$ cat config.mk
export PLATFORM = sky130hd
export DESIGN_NAME = jgate_unit
export DESIGN_NICKNAME = d
export VERILOG_FILES = /design/src/rtl/jgate_pkg.sv /design/src/rtl/jgate_slice.sv /design/src/rtl/jgate_unit.sv
export SDC_FILE = /design/constraint.sdc
export NUM_CORES = 1
export LEC_CHECK = 0
export ABC_AREA = 1
export CAP_MARGIN = 15
export CORE_AREA = 2 2 55 57
export CTS_CLUSTER_DIAMETER = 150
export DETAILED_ROUTE_END_ITERATION = 16
export DIE_AREA = 0 0 57 59
export HOLD_SLACK_MARGIN = 0.06
export PLACE_DENSITY_LB_ADDON = 0.3
export SYNTH_ARGS = -nofsm -noshare
export SYNTH_HDL_FRONTEND = slang
export SYNTH_SLANG_ARGS = --single-unit
$ cat constraint.sdc
create_clock -name clk -period 0.8 [get_ports clk]
set_input_delay 0.08 -clock clk [delete_from_list [all_inputs] [get_ports clk]]
set_output_delay 0.08 -clock clk [all_outputs]
set_load 0.005 [all_outputs]
$ cat src/rtl/jgate_pkg.sv
// rtl/jgate_pkg.sv - shared operation encodings for the jgate unit
//
// Purpose : Holds the 2-bit operation select type used by the registered
//           path of jgate_unit and by every jgate_slice instance.
// Contents: jgate_op_e  - OP_AND / OP_OR / OP_NOT / OP_NAND
//           JGATE_DEFAULT_WIDTH - default operand width
package jgate_pkg;

   localparam int JGATE_DEFAULT_WIDTH = 8;

   typedef enum logic [1:0] {
      OP_AND  = 2'b00,
      OP_OR   = 2'b01,
      OP_NOT  = 2'b10,   // NOT of operand a only; b is ignored
      OP_NAND = 2'b11
   } jgate_op_e;

endpackage

$ cat src/rtl/jgate_slice.sv
// rtl/jgate_slice.sv - one-bit gate slice with operation select
//
// Purpose : Computes AND, OR and NOT for a single bit position and selects
//           one of AND / OR / NOT / NAND for the registered path.
// Ports   : i_a, i_b - operand bits
//           i_op     - operation select (jgate_op_e)
//           o_and    - i_a & i_b
//           o_or     - i_a | i_b
//           o_not    - ~i_a
//           o_sel    - result chosen by i_op
module jgate_slice
   import jgate_pkg::*;
(
   input  logic      i_a,
   input  logic      i_b,
   input  jgate_op_e i_op,
   output logic      o_and,
   output logic      o_or,
   output logic      o_not,
   output logic      o_sel
);

   logic w_and;
   logic w_or;
   logic w_not;
   logic w_nand;

   and g_and  (w_and,  i_a, i_b);
   or  g_or   (w_or,   i_a, i_b);
   not g_not  (w_not,  i_a);
   // NAND reuses the AND gate output rather than a separate NAND primitive.
   not g_nand (w_nand, w_and);

   assign o_and = w_and;
   assign o_or  = w_or;
   assign o_not = w_not;

   always_comb begin
      o_sel = w_and;
      case (i_op)
         OP_AND:  o_sel = w_and;
         OP_OR:   o_sel = w_or;
         OP_NOT:  o_sel = w_not;
         OP_NAND: o_sel = w_nand;
         default: o_sel = w_and;
      endcase
   end

endmodule

$ cat src/rtl/jgate_unit.sv
// rtl/jgate_unit.sv - bitwise gate unit with combinational and registered outputs
//
// Purpose : Bitwise AND / OR / NOT of two WIDTH-bit operands presented
//           combinationally, plus a one-cycle registered result of the
//           operation chosen by op, captured when valid_in is high.
// Ports   : clk      - rising-edge clock
//           reset    - synchronous, active-high; clears y_q and valid_q only
//           a, b     - operands (b unused by NOT)
//           op       - registered-path select (jgate_op_e encoding)
//           valid_in - capture enable for the registered path
//           and_y    - a & b   (combinational)
//           or_y     - a | b   (combinational)
//           not_y    - ~a      (combinational)
//           y_q      - registered selected result
//           valid_q  - high when y_q was loaded on the previous edge
module jgate_unit
   import jgate_pkg::*;
#(
   parameter int WIDTH = JGATE_DEFAULT_WIDTH
) (
   input  logic             clk,
   input  logic             reset,
   input  logic [WIDTH-1:0] a,
   input  logic [WIDTH-1:0] b,
   input  logic [1:0]       op,
   input  logic             valid_in,
   output logic [WIDTH-1:0] and_y,
   output logic [WIDTH-1:0] or_y,
   output logic [WIDTH-1:0] not_y,
   output logic [WIDTH-1:0] y_q,
   output logic             valid_q
);

   jgate_op_e        w_op;
   logic [WIDTH-1:0] w_and;
   logic [WIDTH-1:0] w_or;
   logic [WIDTH-1:0] w_not;
   logic [WIDTH-1:0] w_sel;

   // Declaration initialisers give the power-up state ahead of any reset.
   logic [WIDTH-1:0] r_y_q     = '0;
   logic             r_valid_q = 1'b0;

   assign w_op = jgate_op_e'(op);

   // Each slice sees only its own bit position, so no cross-bit paths exist.
   for (genvar gi = 0; gi < WIDTH; gi++) begin : g_slice
      jgate_slice u_slice (
         .i_a   (a[gi]),
         .i_b   (b[gi]),
         .i_op  (w_op),
         .o_and (w_and[gi]),
         .o_or  (w_or[gi]),
         .o_not (w_not[gi]),
         .o_sel (w_sel[gi])
      );
   end

   assign and_y = w_and;
   assign or_y  = w_or;
   assign not_y = w_not;

   // Reset has priority over a simultaneous capture; valid_q mirrors the
   // previous edge's valid_in while y_q holds across idle edges.
   always_ff @(posedge clk) begin
      if (reset) begin
         r_y_q     <= '0;
         r_valid_q <= 1'b0;
      end else begin
         r_valid_q <= valid_in;
         if (valid_in) begin
            r_y_q <= w_sel;
         end
      end
   end

   assign y_q     = r_y_q;
   assign valid_q = r_valid_q;

endmodule

==> out/qor_table.md <==
| Metric | Reported | Unit |
|---|---|---|
| Internal power summed over all cells | 1.036 | mW |
| H-tree Lvls | 1 | - |
| Maximum number of pins on one net before global-route repair | 14 | - |
| Capture point of the worst reg-to-reg path | y_q[2]$_SDFFE_PP0P_ | - |
| Worst reg2reg startpoint | y_q[2]$_SDFFE_PP0P_ | - |
| Fraction of the yosys area taken by sequential cells | 20.57 | % |
| Status | completed | - |
| Crit path capture | and_y[5] | - |
| Switching power share of the total | 29.62 | % |
| Worst R2R Setup Slack | 0.07 | ns |
| Core ar. | 2710 | um2 |
| Initial Util | 32.32 | % |
| Cell area after synthesis | 875.8 | um2 |
| Hold Vio Cnt, Final | 0 | - |
| Number of clock buffers inserted by TritonCTS | 3 | - |
| Clock insertion delay at the later pin of the skew report | 0.25 | ns |
| Global-route wire length before repair | 4.250 | mm |
| CTS tree | done | - |
| Worst hold-check path type | input pin to flip-flop | - |
| Dpl cells | 237 | - |
| Worst Hold Margin | 0.2922 | ns |
| Biggest fanout along the worst timing path | 2 | - |
| Critical path arrival | 0.69 | ns |
| Number of filler instances in the final layout | 299 | - |
| Overall routing resource usage | 15.95 | % |
| Worst Tran Pin Value | 0.2393 | ns |
| Full die area | 3363 | um2 |
| Number of antenna-violating nets in the routed design | 0 | - |
| Post-Syn Nets | 174 | - |
| Fmax | 1297 | MHz |
| Via count | 1067 | - |
| Setup repair after global routing missed its margin | no | - |
| VDD IR-drop max | 0.7865 | mV |
| Synth warn | 0 | - |
| Max-cap viol count | 0 | - |
| DRC violations left | 0 | - |
| Number of global-route vias before repair | 1057 | - |
| Crit path kind | input pin to output port | - |
| Most common library cell in the layout ignoring fill and taps | sky130_fd_sc_hd__nand2_1 | - |
| Clock group share of total power | 22.9 | % |
| Cell Count, Final, Fillers Out | 248 | - |
| Logic depth of the worst register-to-register path | 5 | - |
| Worst Setup End Kind | output port | - |
| Signed area change from the synthesized netlist to the final layout | 73.29 | % |
| Initial DRC Count | 28 | - |
| Vias per std cell | 4.302 | - |
| Buffer levels on the longest clock path | 2 | - |
| Number of setup violations in the final report | 0 | - |
| Total I/O pin count | 54 | - |
| Post-detailed-route wirelength per cell | 10.13 | um |
| Static leakage | 0.9117 | nW |
| Worst slew margin relative to its limit | 84.01 | % |
| Endpoint required time on the critical path | 0.72 | ns |
| Most frequent cells in the layout | 36 x sky130_fd_sc_hd__nand2_1, 34 x sky130_fd_sc_hd__buf_4, 24 x sky130_fd_sc_hd__inv_1 | - |
| Clock skew after layout | 0 | ns |
| Clock Sink Count | 9 | - |
| Width of the die | 57 | um |
| Gate power share | 42.8 | % |
| Sum Neg Setup Slack | 0 | ns |
| Number of antenna violations at the first check in global routing | 0 | - |
| Final antenna diode count | 0 | - |
| RD Place Congestion | 0.7697 | - |
| Type of element launching the critical path | input pin | - |
| CTS clk-pin slew, worst paths | 0.06 | ns |
| Congestion Overflow GR | 0 | - |
| CTS Root Buffer Type | sky130_fd_sc_hd__clkbuf_4 | - |
| Number of buffers inserted for hold repair after clock tree synthesis | 0 | - |
| Drt total wl | 2.511 | mm |
| Worst Setup SP | a[5] | - |
| Count of port buffers added during placement | 53 | - |
| Yosys cell types | 13 | - |
| Fraction of the cycle the final worst path needs | 96.37 | % |
| Number of nets at the end of the flow | 239 | - |
| Reported net switching power | 0.4360 | mW |
| Multi-input gate area | 379.1 | um2 |
| Detailed placement HPWL | 1.932 | mm |
| Die Height | 59 | um |
| Fraction of final layout cells sized beyond drive strength 1 | 41.01 | % |
| Flop and latch count out of synthesis | 9 | - |
| FF/Latch Area | 190.2 | um2 |
| Pre-Repair DR Iteration Count | 4 | - |
| Count of final max-slew check failures | 0 | - |
| Flop pwr share | 34.3 | % |
| Power density of the placed cells | 969.8 | nW/um2 |
| Avg Cell Area, Syn | 5.724 | um2 |
| Crit path time final | 0.7709 | ns |
| Std cell rows | 19 | - |
| Gate count of the mapped netlist | 153 | - |
-- worst max-delay path, cell delays in order --
cell,delay (ns)
sky130_fd_sc_hd__dlygate4sd2_1,0.25
sky130_fd_sc_hd__nand2_1,0.06
sky130_fd_sc_hd__inv_1,0.04
sky130_fd_sc_hd__dlygate4sd2_1,0.25
-- synth_stat cells (all sizes together) --
cell | n | area share [%]
dfxtp | 9 | 21
nand3 | 16 | 9.1
a21oi | 8 | 5.4
nand2 | 40 | 17
clkbuf | 1 | 0.43
inv | 33 | 14
nor2 | 18 | 8.6
buf | 28 | 25
-- metal layers --
layer  part of all wire [%]  GRT usage (%)
met5                      0              0
met4                   0.40          3.987
met3                    9.8          4.803
met2                     51          30.54
met1                     39          17.07
-- power groups by stage --
stage / combinational, mW / clock (mW) / sequential [mW]
3_3_place_gp: 0.646 / 0 / 0.507
2_1_floorplan: 0.305 / 0 / 0.511
3_5_place_dp: 0.663 / 0 / 0.509
5_1_grt: 0.703 / 0.372 / 0.510
4_1_cts: 0.596 / 0.355 / 0.504
6_report: 0.630 / 0.337 / 0.505
-- kinds of logic after synthesis --
family                 share of synthesized area [%]
DFF                                            20.57
AOI/OAI and AO/OA                              5.429
buffers and inverters                          39.14
and+or+nand+nor                                34.86
-- worst min-delay path by stage --
stage | from | to | slack (ns) | depth (start not counted)
after floorplan | a[0] | not_y[0] | 0.32 | 2
after global placement | y_q[7]$_SDFFE_PP0P_ | y_q[7]$_SDFFE_PP0P_ | 0.54 | 4
after detailed placement | y_q[0]$_SDFFE_PP0P_ | y_q[0]$_SDFFE_PP0P_ | 0.54 | 4
after CTS | valid_in | valid_q$_SDFF_PP0_ | 0.29 | 3
after global routing | valid_in | valid_q$_SDFF_PP0_ | 0.37 | 3
final | valid_in | valid_q$_SDFF_PP0_ | 0.29 | 3
-- metrics by stage --
stage | area, um2 | worst slack [ns] | total power, mW | utilization (%)
final | 1518 | 0.02905 | 1.472 | 56.00
after global routing | 1518 | 0.0004171 | 1.585 | 56.00
after CTS | 1464 | 0.002735 | 1.455 | 54.02
after detailed placement | 1456 | -0.5279 | 1.172 | 53.74
after global placement | 1456 | -0.4733 | 1.153 | 53.74
after floorplan | 875.8 | 0.08173 | 0.8167 | -
-- state kept, by name, summed over array words and instances (netlist names) --
register,count
y_q,8
valid_q,1
-- cell type report --
cell class	count	share of cell area [%]
Clock buffer	4	1.731
Inverter	33	8.326
Multi-Input combinational cell	82	24.98
Sequential cell	9	12.53
Tap cell	31	2.556
Timing Repair Buffer	89	49.88
-- what timing repair did --
item | in CTS | in global routing
pin swaps | 1 | 8
setup endpoints to repair | 41 | 20
resized for setup | 120 | 22
setup buffers | 5 | 1
cloned | 0 | 1
Note: power is estimated with default switching activity, not from simulation.
